--- src/rtl/div_radix2.sv ---
// -----------------------------------------------------------------------------
// div_radix2
//
// Multi-cycle integer divider serving DIV / DIVU in the EXE stage. It uses a
// radix-2 restoring algorithm and produces one quotient bit per cycle. While a
// divide is in flight, stall_o holds the F/D/E stages through the hazard unit.
// When the result is ready it is presented on result_o as {HI, LO}, where
// HI is the remainder and LO is the quotient, with a one-cycle ready_o pulse.
//
// Signed operation divides the operand magnitudes and then applies the sign
// fixups to the result:
//   - the quotient is negative when the operand signs differ;
//   - the remainder takes the sign of the dividend.
// The case -2^(WIDTH-1) / -1 wraps to quotient -2^(WIDTH-1) with remainder 0.
// Divide by zero skips the iterations and returns quotient = all ones and
// remainder = dividend.
//
// Ports
//   clk       core clock; all state changes on the rising edge
//   rst       asynchronous, active-high reset
//   start_i   divide instruction valid in E; held high while E is stalled
//   signed_i  1 = DIV (signed), 0 = DIVU
//   annul_i   flush/exception kill of the E-stage instruction
//   a_i       dividend (rs)
//   b_i       divisor (rt)
//   stall_o   to the hazard unit (stall_divE); combinational
//   ready_o   one-cycle pulse: result_o is valid this cycle
//   result_o  {remainder, quotient}; holds its value until the next ready_o
//
// Timing: if start is seen in IDLE at cycle T, the unit is BUSY during
// T+1 .. T+WIDTH and DONE/ready_o occurs at T+WIDTH+1. For a divide by zero,
// DONE occurs at T+1.
// -----------------------------------------------------------------------------
module div_radix2 #(
  parameter int WIDTH = 32
) (
  input  logic                 clk,
  input  logic                 rst,
  input  logic                 start_i,
  input  logic                 signed_i,
  input  logic                 annul_i,
  input  logic [WIDTH-1:0]     a_i,
  input  logic [WIDTH-1:0]     b_i,
  output logic                 stall_o,
  output logic                 ready_o,
  output logic [2*WIDTH-1:0]   result_o
);

  localparam int CntW = $clog2(WIDTH);
  localparam logic [CntW-1:0] LastCnt = CntW'(WIDTH - 1);

  typedef enum logic [1:0] {
    IDLE = 2'd0,
    BUSY = 2'd1,
    DONE = 2'd2
  } stateType;

  stateType         state;
  logic [CntW-1:0]  counter;
  logic [WIDTH-1:0] remReg;      // partial remainder
  logic [WIDTH-1:0] quoReg;      // dividend shifting out, quotient shifting in
  logic [WIDTH-1:0] divisorReg;  // divisor magnitude
  logic             negQuo;      // negate the quotient on completion
  logic             negRem;      // negate the remainder on completion

  // Operand magnitudes at accept time. For DIVU the operands are used as is.
  // The magnitude of -2^(WIDTH-1) is 2^(WIDTH-1) as an unsigned value, which
  // is exactly what the wrap-around overflow case needs.
  logic [WIDTH-1:0] absA;
  logic [WIDTH-1:0] absB;

  assign absA = (signed_i && a_i[WIDTH-1]) ? -a_i : a_i;
  assign absB = (signed_i && b_i[WIDTH-1]) ? -b_i : b_i;

  // The hazard unit must release E in the DONE cycle so that the result
  // advances. A killed instruction never stalls.
  assign stall_o = start_i & ~annul_i & (state != DONE);

  // One restoring step. The shifted remainder needs WIDTH+1 bits because the
  // divisor may use the full WIDTH bits. The top bit of the difference is the
  // borrow: if shiftRem < divisor, the difference wraps into [2^WIDTH, 2^(WIDTH+1)).
  logic [WIDTH:0]   shiftRem;
  logic [WIDTH:0]   trialDiff;
  logic             noBorrow;
  logic [WIDTH-1:0] nextRem;
  logic [WIDTH-1:0] nextQuo;
  logic [WIDTH-1:0] fixedRem;
  logic [WIDTH-1:0] fixedQuo;

  // NOTE: every always_comb output is assigned on every path, so no latch
  // can be inferred here.
  always_comb begin
    shiftRem  = {remReg, quoReg[WIDTH-1]};
    trialDiff = shiftRem - {1'b0, divisorReg};
    noBorrow  = ~trialDiff[WIDTH];
    nextRem   = noBorrow ? trialDiff[WIDTH-1:0] : shiftRem[WIDTH-1:0];
    nextQuo   = {quoReg[WIDTH-2:0], noBorrow};
    fixedQuo  = negQuo ? -nextQuo : nextQuo;
    fixedRem  = negRem ? -nextRem : nextRem;
  end

  // The final step's values are sign-fixed and registered on the BUSY->DONE
  // edge. As a result, result_o and ready_o are valid in the DONE cycle.
  // NOTE: all state here is assigned with non-blocking assignments. This makes
  // every register see the values from before the edge, regardless of
  // statement order.
  always_ff @(posedge clk or posedge rst) begin
    if (rst) begin
      // NOTE: the datapath registers are reset as well as the control state.
      // This prevents an unknown value from ever reaching result_o, even on
      // a path that looks unreachable.
      state      <= IDLE;
      counter    <= '0;
      remReg     <= '0;
      quoReg     <= '0;
      divisorReg <= '0;
      negQuo     <= 1'b0;
      negRem     <= 1'b0;
      ready_o    <= 1'b0;
      result_o   <= '0;
    end else begin
      ready_o <= 1'b0;
      if (annul_i) begin
        // A kill drops the operation silently: no pulse, result_o untouched.
        state   <= IDLE;
        counter <= '0;
      end else begin
        case (state)
          IDLE: begin
            if (start_i) begin
              if (b_i == '0) begin
                state    <= DONE;
                ready_o  <= 1'b1;
                result_o <= {a_i, {WIDTH{1'b1}}};
              end else begin
                state      <= BUSY;
                counter    <= '0;
                remReg     <= '0;
                quoReg     <= absA;
                divisorReg <= absB;
                negQuo     <= signed_i & (a_i[WIDTH-1] ^ b_i[WIDTH-1]);
                negRem     <= signed_i & a_i[WIDTH-1];
              end
            end
          end

          BUSY: begin
            // While BUSY, start_i and the operands are ignored; only the
            // latched copies are used.
            remReg  <= nextRem;
            quoReg  <= nextQuo;
            counter <= counter + 1'b1;
            if (counter == LastCnt) begin
              state    <= DONE;
              counter  <= '0;
              ready_o  <= 1'b1;
              result_o <= {fixedRem, fixedQuo};
            end
          end

          DONE: begin
            // Always pass through IDLE. A back-to-back divide is accepted
            // there on the following cycle.
            state <= IDLE;
          end

          default: begin
            state <= IDLE;
          end
        endcase
      end
    end
  end

endmodule

--- config.mk ---
export PLATFORM = sky130hd
export DESIGN_NAME = div_radix2
export DESIGN_NICKNAME = d
export VERILOG_FILES = /design/src/rtl/div_radix2.sv
export SDC_FILE = /design/constraint.sdc
export NUM_CORES = 1
export LEC_CHECK = 0
export ABC_CLOCK_PERIOD_IN_PS = 6200
export CAP_MARGIN = 15
export CORE_MARGIN = 3
export CORE_UTILIZATION = 40
export CTS_CLUSTER_DIAMETER = 40
export DETAILED_ROUTE_END_ITERATION = 10
export GPL_TIMING_DRIVEN = 1
export MAX_ROUTING_LAYER = met4
export PLACE_DENSITY = 0.64
export SYNTH_ARGS = -nofsm -noshare
export SYNTH_HDL_FRONTEND = slang
export SYNTH_SLANG_ARGS = --single-unit
export TNS_END_PERCENT = 10
--- constraint.sdc ---
create_clock -name clk -period 6.2 [get_ports clk]
set_clock_uncertainty 0.2 [all_clocks]
set_input_delay 1.55 -clock clk [delete_from_list [all_inputs] [get_ports clk]]
set_output_delay 1.55 -clock clk [all_outputs]
set_load 0.01 [all_outputs]
==> impl_metrics.json <==
{
  "outcome": "finished clean",
  "start_kind": "register",
  "internal_power_uw": 2540,
  "hpwl_um": 30000,
  "ant_nets": 0,
  "area_growth_pct": 17.9,
  "p_leak_uw": 0.00613,
  "final_area_sq_um": 14700,
  "netlist_area_sq_um": 12400,
  "grtUsageTotal_pct": 23.8,
  "p_per_area_nw_per_um2": 305,
  "rsz0062_at_grt": "false",
  "design.die.area_sq_um": 33300,
  "io-pin-count": 135,
  "path_max_fanout": 6,
  "insertion_delay_ps": 450,
  "nNetsFinal": 1758,
  "grt_max_degree": 171,
  "clockPowerShare_pct": 23.9,
  "root_buffer": "clkbuf_16",
  "switchingPower_uw": 1940,
  "ys_warn_count": 0,
  "port_buffers": 134,
  "start_util_pct": 41.3,
  "ys.flop_type": "dfrtp_1",
  "drc": 0,
  "drt-initial-drc-count": 950,
  "ir_drop_mv": 0.202,
  "cts_max_level": 4,
  "hold_viol_final": 0,
  "end_kind": "register",
  "required_ps": 6320,
  "gp_congestion": 0.928,
  "dr_wl_met3_um": 2250,
  "clk_path_buf_depth": 2,
  "clock_sinks": 170,
  "criticalPathCategory": "reg2reg",
  "fillerInstances": 2909,
  "fin_crit_sh_pct": 94.9,
  "final_common_cell": "nand2_1",
  "setup_viol": 0,
  "max_slew_margin_pct": 27.9,
  "grt.overflow.total": 0,
  "clkTransAtPathRegs_ps": 80,
  "via_per_inst": 5.75,
  "dr_total_vias": 11800,
  "drive_gt1_share_pct": 5.17,
  "highest_layer": "met4",
  "stdcell_count": 2053,
  "syn-num-nets": 1671,
  "first_global_vias": 11000,
  "dpl-instance-area_sq_um": 14100,
  "cts_resized": 0,
  "max_freq_ghz": 0.170,
  "hold_ws_ps": 282,
  "rows": 63,
  "ys_ff_latch": 170,
  "cts_made_buffers": 17,
  "coreArea_sq_um": 30100,
  "ys_seq_area_share_pct": 34.2,
  "synth_edf_count": 0,
  "wl_per_cell_um": 19.2,
  "dieHeight_um": 182,
  "mostFrequentLayoutCells": "nand2_1, dfrtp_1, nor2_1",
  "post_cts_buffers": 0,
  "diodes": 0,
  "cts_tree": "done",
  "finalCriticalPeriod_ps": 5880,
  "maxCapViolations": 0,
  "min_path_type": "reg2reg",
  "wl_met2_um": 18300,
  "finalSetupTns_ps": 0,
  "grt_pass1_wl_um": 61300,
  "dp.cells": 2021,
  "p_comb_share_pct": 44.9,
  "ys_async_sr_fraction_pct": 100,
  "switching_share_pct": 43.3,
  "die_x_um": 182,
  "syn_inst": 1563,
  "grt_antenna_before_repair": 1,
  "syn_avg_cell_area_sq_um": 7.96,
  "maxSlewViolCount": 0,
  "crit_arrival_ps": 6010,
  "firstDrtPassIters": 5,
  "yosysUniqueCellTypes": 85,
  "tightestPinTransition_ps": 1080,
  "seqPwrFrac_pct": 31.3,
  "wl_met1_um": 18200,
  "finalWirelength_um": 39400,
  "cts_hold_buf": 0
}
[metal layers]
layer | vias up | GRT usage [%]
met1 | 5622 | 32.6
met4 | 0 | 6.61
met5 | - | -
met3 | 52 | 2.59
li1 | 5768 | -
met2 | 366 | 37.6
[sequential cells by signal (all words and copies together), names as in the netlist, 2 cells and up]
signal	flops
remReg	32
result_o	64
quoReg	32
state	2
counter	5
divisorReg	32
[power groups by stage]
stage	Sequential (uW)	Combinational (uW)	Clock, uW
floorplan	1360	1450	0
global placement	1420	1960	0
detailed placement	1420	1980	0
CTS	1400	1990	1080
global route	1420	2210	1130
finish	1400	2010	1070
[worst max-delay path, stage by stage (launching register included)]
cell      delay, ps
dfrtp_1         400
inv_1            80
ha_1            160
inv_1            50
fa_1            420
a211oi_2        270
o211ai_2        200
a211o_1         350
and3_1          220
nor3_4          350
nor2_8           90
inv_4            80
nor2_1           40
a21oi_1         340
ha_1            220
inv_1           100
nor2_1          120
nand2_1          60
nor4b_1         260
mux2i_1         290
a2111o_1        530
o41ai_1         590
mux2i_1         250
nand3_1          80
[cell usage after synthesis (all sizes together), types with 11 or more instances]
master | n | area, sq um
clkbuf | 55 | 206
o21a | 12 | 90.1
nand3 | 21 | 105
nand2 | 191 | 719
nand2b | 19 | 119
xor2 | 72 | 631
buf | 29 | 154
o31ai | 31 | 238
a31oi | 30 | 188
nor3 | 23 | 126
mux2i | 29 | 290
a21o | 11 | 90.1
or3 | 29 | 181
o21ai | 169 | 850
nor2 | 170 | 654
o41ai | 12 | 105
and3 | 16 | 100
nor2b | 11 | 68.8
inv | 54 | 205
ha | 38 | 475
xnor2 | 52 | 455
a21oi | 160 | 820
dfrtp | 170 | 4250
nor4 | 12 | 75.1
[cell families after synthesis]
logic type	Yosys count	synth area share, %
multiplexers	36	2.97
buffers and inverters	138	4.54
adder cells (fa/ha/maj)	39	3.98
AND/OR/NAND/NOR	549	20.7
flip-flops	170	34.2
AO/OA/AOI/OAI	507	24.9
XOR/XNOR	124	8.73
[final timing paths]
kind	depth (start not counted)	from	endpoint	slack [ps]
max	23	quoReg[31]$_DFFE_PP0P_	result_o[60]$_DFFE_PP0P_	320
min	2	divisorReg[6]$_DFFE_PP0P_	divisorReg[6]$_DFFE_PP0P_	280
max reg2reg	23	quoReg[31]$_DFFE_PP0P_	result_o[60]$_DFFE_PP0P_	320
min reg2reg	2	divisorReg[6]$_DFFE_PP0P_	divisorReg[6]$_DFFE_PP0P_	280
max in group asynchronous	3	rst	result_o[53]$_DFFE_PP0P_	3590
min in group asynchronous	3	rst	remReg[28]$_DFFE_PP0P_	1530
[final cells by class]
| type | count | area, sq um | area share, % |
|---|---|---|---|
| multi-input combinational | 1255 | 7640 | 52.0 |
| inverter | 54 | 209 | 1.42 |
| tap | 390 | 488 | 3.32 |
| clock buffer | 17 | 425 | 2.90 |
| timing repair buffer | 152 | 1510 | 10.3 |
| sequential | 170 | 4250 | 29.0 |
| clock inverter | 15 | 151 | 1.03 |
[per-stage QoR]
stage | setup slack [ps] | total power, uW | util [%]
2_1_floorplan | 611 | 2810 | -
3_3_place_gp | 382 | 3370 | 46.8
3_5_place_dp | 438 | 3400 | 46.8
4_1_cts | 365 | 4470 | 48.7
5_1_grt | 13.1 | 4760 | 48.7
6_report | 315 | 4480 | 48.7
No activity file was read; power rests on OpenSTA's default activity.
